File: config.mk
export PLATFORM = sky130hd
export DESIGN_NAME = av_mm_master
export DESIGN_NICKNAME = d
export VERILOG_FILES = /design/src/rtl/av_mm_pkg.sv /design/src/rtl/av_mm_master.sv
export SDC_FILE = /design/constraint.sdc
export NUM_CORES = 1
export LEC_CHECK = 0
export BUFFER_PORTS_ARGS = -buffer_cell sky130_fd_sc_hd__buf_2
export CAP_MARGIN = 30
export CORE_MARGIN = 2
export CORE_UTILIZATION = 46
export CTS_CLUSTER_SIZE = 30
export DETAILED_ROUTE_END_ITERATION = 6
export PLACE_DENSITY = 0.79
export SETUP_SLACK_MARGIN = 0.2
export SYNTH_ARGS = -nofsm -noshare
export SYNTH_HDL_FRONTEND = slang
export SYNTH_SLANG_ARGS = --single-unit
File: constraint.sdc
create_clock -name clk_i -period 2.1 [get_ports clk_i]
set_input_delay 0.21 -clock clk_i [delete_from_list [all_inputs] [get_ports clk_i]]
set_output_delay 0.21 -clock clk_i [all_outputs]
set_load 0.01 [all_outputs]
File: src/rtl/av_mm_pkg.sv
// -----------------------------------------------------------------------------
// av_mm_pkg
// Shared types for the Avalon-MM single-transaction master.
//   - av_dw_def / av_aw_def : default data / word-address widths
//   - state_e               : master FSM states (also exported as a debug port)
//   - cmd_t                 : command record {write, addr, byteen, wdata} at the
//                             default widths; the master keeps the same fields
//                             at its own parameter widths.
// -----------------------------------------------------------------------------
package av_mm_pkg;

  localparam int AV_DW_DEF = 32;
  localparam int AV_AW_DEF = 16;

  typedef enum logic [1:0] {
    IDLE    = 2'd0,
    REQ     = 2'd1,
    WAIT_RD = 2'd2,
    RSP     = 2'd3
  } state_e;

  typedef struct packed {
    logic                   write;
    logic [AV_AW_DEF-1:0]   addr;
    logic [AV_DW_DEF/8-1:0] byteen;
    logic [AV_DW_DEF-1:0]   wdata;
  } cmd_t;

endpackage

File: src/rtl/av_mm_master.sv
// -----------------------------------------------------------------------------
// av_mm_master
// Turns one command at a time into a single Avalon-MM read or write and
// returns a one-cycle response. Exactly one transaction is ever outstanding.
//
// Ports
//   clk_i, reset_n_i          clock, asynchronous active-low reset
//   cmd_valid_i / cmd_ready_o command handshake
//   cmd_write_i, cmd_addr_i,
//   cmd_byteen_i, cmd_wdata_i command payload
//   rsp_valid_o, rsp_write_o,
//   rsp_err_o, rsp_rdata_o    one-cycle response (no backpressure)
//   avm_*                     Avalon-MM master request / return
//   dbg_state_o               current FSM state
//
// Build option
//   AV_MM_MASTER_TIMEOUT_EN : when defined, a watchdog counts busy cycles in
//   REQ/WAIT_RD and, after TIMEOUT_CYC of them, forces an error response.
//   When undefined there is no counter, rsp_err_o is 0 and the master waits
//   for the slave indefinitely.
//
// Handshake: a command transfers on a rising edge where cmd_valid_i and
// cmd_ready_o are both 1; cmd_ready_o is 1 only in IDLE and does not depend
// on cmd_valid_i. The response is a single rsp_valid_o pulse the consumer
// must take when it appears.
// -----------------------------------------------------------------------------
module av_mm_master
  import av_mm_pkg::*;
#(
  parameter int DW          = AV_DW_DEF,
  parameter int AW          = AV_AW_DEF,
  parameter int TIMEOUT_CYC = 255
) (
  input  logic            clk_i,
  input  logic            reset_n_i,
  input  logic            cmd_valid_i,
  output logic            cmd_ready_o,
  input  logic            cmd_write_i,
  input  logic [AW-1:0]   cmd_addr_i,
  input  logic [DW/8-1:0] cmd_byteen_i,
  input  logic [DW-1:0]   cmd_wdata_i,
  output logic            rsp_valid_o,
  output logic            rsp_write_o,
  output logic            rsp_err_o,
  output logic [DW-1:0]   rsp_rdata_o,
  output logic [AW-1:0]   avm_address,
  output logic [DW/8-1:0] avm_byteenable,
  output logic            avm_read,
  output logic            avm_write,
  output logic [DW-1:0]   avm_writedata,
  input  logic            avm_waitrequest,
  input  logic [DW-1:0]   avm_readdata,
  input  logic            avm_readdatavalid,
  output state_e          dbg_state_o
);

  state_e            state_q, state_d;
  logic              write_q, write_d;
  logic [AW-1:0]     addr_q, addr_d;
  logic [DW/8-1:0]   byteen_q, byteen_d;
  logic [DW-1:0]     wdata_q, wdata_d;
  logic [DW-1:0]     rdata_q, rdata_d;

`ifdef AV_MM_MASTER_TIMEOUT_EN
  localparam int CNT_W = $clog2(TIMEOUT_CYC + 1);
  logic [CNT_W-1:0] cnt_q, cnt_d;
  logic             err_q, err_d;
`endif

  always_ff @(posedge clk_i or negedge reset_n_i) begin
    if (!reset_n_i) begin
      state_q  <= IDLE;
      write_q  <= 1'b0;
      addr_q   <= '0;
      byteen_q <= '0;
      wdata_q  <= '0;
      rdata_q  <= '0;
`ifdef AV_MM_MASTER_TIMEOUT_EN
      cnt_q    <= '0;
      err_q    <= 1'b0;
`endif
    end else begin
      state_q  <= state_d;
      write_q  <= write_d;
      addr_q   <= addr_d;
      byteen_q <= byteen_d;
      wdata_q  <= wdata_d;
      rdata_q  <= rdata_d;
`ifdef AV_MM_MASTER_TIMEOUT_EN
      cnt_q    <= cnt_d;
      err_q    <= err_d;
`endif
    end
  end

  always_comb begin
    state_d  = state_q;
    write_d  = write_q;
    addr_d   = addr_q;
    byteen_d = byteen_q;
    wdata_d  = wdata_q;
    rdata_d  = rdata_q;
`ifdef AV_MM_MASTER_TIMEOUT_EN
    cnt_d    = cnt_q;
    err_d    = err_q;
`endif

    case (state_q)
      IDLE: begin
        if (cmd_valid_i) begin
          write_d  = cmd_write_i;
          addr_d   = cmd_addr_i;
          byteen_d = cmd_byteen_i;
          wdata_d  = cmd_wdata_i;
          state_d  = REQ;
`ifdef AV_MM_MASTER_TIMEOUT_EN
          cnt_d    = '0;
          err_d    = 1'b0;
`endif
        end
      end
      REQ: begin
        if (!avm_waitrequest) begin
          if (write_q) begin
            rdata_d = '0;
            state_d = RSP;
          end else if (avm_readdatavalid) begin
            // Zero-latency slave: data returns in the acceptance cycle.
            rdata_d = avm_readdata;
            state_d = RSP;
          end else begin
            state_d = WAIT_RD;
          end
        end
      end
      WAIT_RD: begin
        if (avm_readdatavalid) begin
          rdata_d = avm_readdata;
          state_d = RSP;
        end
      end
      RSP: begin
        state_d = IDLE;
      end
      default: state_d = IDLE;
    endcase

`ifdef AV_MM_MASTER_TIMEOUT_EN
    // A genuine completion in the last allowed cycle beats the watchdog.
    if (state_q == REQ || state_q == WAIT_RD) begin
      cnt_d = cnt_q + CNT_W'(1);
      if (state_d != RSP && cnt_q == CNT_W'(TIMEOUT_CYC - 1)) begin
        state_d = RSP;
        err_d   = 1'b1;
        rdata_d = '0;
      end
    end
`endif
  end

  // Bus strobes decode straight from the state register so an asynchronous
  // reset removes them without waiting for a clock edge.
  assign cmd_ready_o    = (state_q == IDLE);
  assign avm_read       = (state_q == REQ) && !write_q;
  assign avm_write      = (state_q == REQ) &&  write_q;
  assign avm_address    = addr_q;
  assign avm_byteenable = byteen_q;
  assign avm_writedata  = wdata_q;
  assign rsp_valid_o    = (state_q == RSP);
  assign rsp_write_o    = (state_q == RSP) && write_q;
  assign rsp_rdata_o    = rdata_q;
  assign dbg_state_o    = state_q;

`ifdef AV_MM_MASTER_TIMEOUT_EN
  assign rsp_err_o = (state_q == RSP) && err_q;
`else
  assign rsp_err_o = 1'b0;
`endif

endmodule

==> results.toml <==
[run_status]
status = "completed"

[setup_path]
crit_path_max_incr_delay_ns = 0.44
worstPathMaxFanout = 32
worstSetupEndpoint = "rsp_rdata_o[0]$_DFFE_PN0P_"
cp_num_buf_inv = 2
path_depth = 6
ff2ff_setup_slack_ns = 0.37
crit_path_end_kind = "flip-flop"
worstSetupStartpointType = "flip-flop"
required_ns = 2.36
worstPathCellList = "inv_1 -> ha_1 -> nand2_1 -> o211ai_4 -> buf_12 -> mux2i_1"
slowest_stage = "dfrtp_1"
worstRegToRegCells = 6
arrival_ns = 1.99
r2r-start = "dbg_state_o[1]$_DFFE_PN0P_"
crit_type = "flip-flop to flip-flop"
rr_endpoint = "rsp_rdata_o[0]$_DFFE_PN0P_"
critical_path.top_delay_family = "flip-flops"
crit_start = "dbg_state_o[1]$_DFFE_PN0P_"

[pwr]
ir_drop_mv = 0.728
power_mw = 7.39
leakage_nw = 2.74
power.density_nw_per_um2 = 1520

[clocking]
cts_buffers = 9
post_cts_buffers = 0
clk_path_buf_depth = 2
cts_htree_levels = 3
cts_tree = "yes"
path_clk_slew_ns = 0.09
clock_insertion_delay_worst_skew_ns = 0.35
root_buffer = "clkbuf_8"
clock-sinks = 87

[layout]
diodes = 0
regArea_um2 = 2180
finalNonFillerCells = 563
post_route_cells_drive_above_1_share_pct = 55.7
nets = 552
multi_input_area_um2 = 1350
nFillCells = 665
area_delta_synth_final_pct = 32.6

[timing]
max_slew.worst_pin.slew_ns = 0.582
finClkSkew_ns = 0.0124
whs_ns = 0.0836
period_share_pct = 82.6
final_max_slew_viol_count = 0
setup_viol_count_final = 0
hold_violations = 0
rsz0062_at_grt = "false"
period_minus_slack_ns = 1.73
relSlewSlack_pct = 61.2
setup-tns-final_ns = 0
max_freq_mhz = 577

[logic_synthesis]
ys_ff_latch = 87
ys_types = 21
async_reset_ff_share_pct = 100
synth_top_area_share_pct = 59.4
yosysTopAreaCell = "dfrtp_1"
synth.area.top_cells = "dfrtp_1 59%, mux2_2 17%, mux2i_1 8.7%"
yosys_warnings = 0
syn-num-nets = 371
netlist_top_cells_count = "87 x dfrtp_1, 66 x nand2_1, 54 x mux2_2"
ys.flop_type = "dfrtp_1"
synth_area_um2 = 3660
ys_seq_area_share_pct = 59.4
synth_edf_count = 0
synth_area_per_cell_um2 = 13.3
netlist_instances = 276
synth.most_common_cell = "dfrtp_1"

[global_routing]
antenna_found_initial = 0
grt_overflow = 0
grt_pass1_vias = 2729
gr-usage-all-layers_pct = 18.6
grt_pass1_wl_um = 12600
grt_max_degree = 65

[die]
pin_count = 182
start_util_pct = 47.4
core_um2 = 7730
fp.dieH_um = 93.2
placementRows = 32
dieArea_um2 = 8690
die_x_um = 93.2

[detailed_routing]
dr.pass1.iters = 4
vias = 2672
wire_per_inst_um = 14.3
route.detailed.drc = 0
drt-initial-drc-count = 55
routed_wl_um = 8080
via_per_inst = 4.75
detail-route-antenna-nets = 0

[placed_design]
dpl.hpwl_um = 6170
globalplace.congestion = 0.769
port_buffers = 180
placed_cells = 547

[flow_run]
cap_viol_max_count = 0

[hold_path]
min_path_type = "input port to flip-flop"
## timing repair
item,4_1_cts,5_1_grt
setup endpoints to repair,2,24
hold buffers,1,0
pin swaps,0,0
hold endpoints to repair,45,0
gates resized for setup,1,3
## worst reg2reg max path, stage by stage, from the launching register on
cell	delay, ns
dfrtp_1	0.44
inv_1	0.13
ha_1	0.30
nand2_1	0.14
o211ai_4	0.12
buf_12	0.26
mux2i_1	0.27
## layout by cell type, fill, tap and decap left out
cell,Yosys,layout
o211ai_1,1,1
nand2_1,66,66
conb_1,1,1
and2_1,2,2
clkbuf_8,0,9
inv_8,0,1
dlygate4sd3_1,0,1
dfrtp_1,87,87
mux2i_1,32,32
ha_1,5,5
o21ai_0,1,1
buf_2,3,179
nand2_4,0,1
nand4bb_2,0,1
buf_12,0,3
a41o_1,1,1
bufinv_16,0,1
buf_8,0,1
inv_1,3,3
clkinv_2,0,1
clkinvlp_4,0,2
o211ai_4,0,1
nor2b_1,1,1
o31ai_1,1,1
nor2_1,1,1
inv_6,0,1
buf_4,5,2
mux2_2,54,54
nand2b_1,1,1
## power breakdown
group          internal, mW  leakage (nW)  switching (mW)  total [mW]
clock                 0.554        0.0936           0.595        1.15
combinational          1.63          1.61            1.63        3.26
sequential             2.54          1.04           0.437        2.98
## metrics by stage
stage                     worst slack, ns  cell area, um2  util (%)
after global routing                0.227            4860      62.8
after floorplan                     0.487            3660         -
final                               0.366            4860      62.8
after detailed placement            0.197            4640      60.0
after CTS                           0.297            4850      62.7
after global placement              0.374            4640      60.0
## registers in the layout, indices dropped and copies added, names as in the netlist
name / flops
avm_address: 16
avm_byteenable: 4
avm_writedata: 32
dbg_state_o: 2
rsp_rdata_o: 32
write_q: 1
## cell families after synthesis
kind of cell / synth area share [%]
AOI/OAI and AO/OA: 1.16
muxes: 25.4
other: 0.102
and+or+nand+nor: 8.03
DFF: 59.4
adders and majority gates: 1.71
buffers and inverters: 4.20
## routing by layer
metal	GRT usage (%)	wire (um)	up-vias
met4	7.72	95	0
met3	4.27	451	8
met2	34.8	4520	87
li1	-	-	1284
met1	19.9	3010	1293
met5	0	0	-
## area by class of cell
type                       instances  area share, %
sequential                        87           44.8
multi-input combinational        170           27.8
timing repair buffer             186           20.5
tap                              102           2.63
clock buffer                       9           2.55
clock inverter                     6           1.44
inverter                           3          0.232
## worst min path at each step
stage | from | cells after the start | slack, ns | end
floorplan | reset_n_i | 0 | -0.09 | avm_address[0]$_DFFE_PN0P_
global placement | reset_n_i | 1 | 0.25 | avm_writedata[7]$_DFFE_PN0P_
detailed placement | reset_n_i | 1 | 0.25 | avm_writedata[7]$_DFFE_PN0P_
CTS | cmd_addr_i[1] | 2 | 0.06 | avm_address[1]$_DFFE_PN0P_
global route | cmd_wdata_i[24] | 2 | 0.06 | avm_writedata[24]$_DFFE_PN0P_
finish | cmd_addr_i[1] | 2 | 0.08 | avm_address[1]$_DFFE_PN0P_
(Power assumes the default switching activity.)
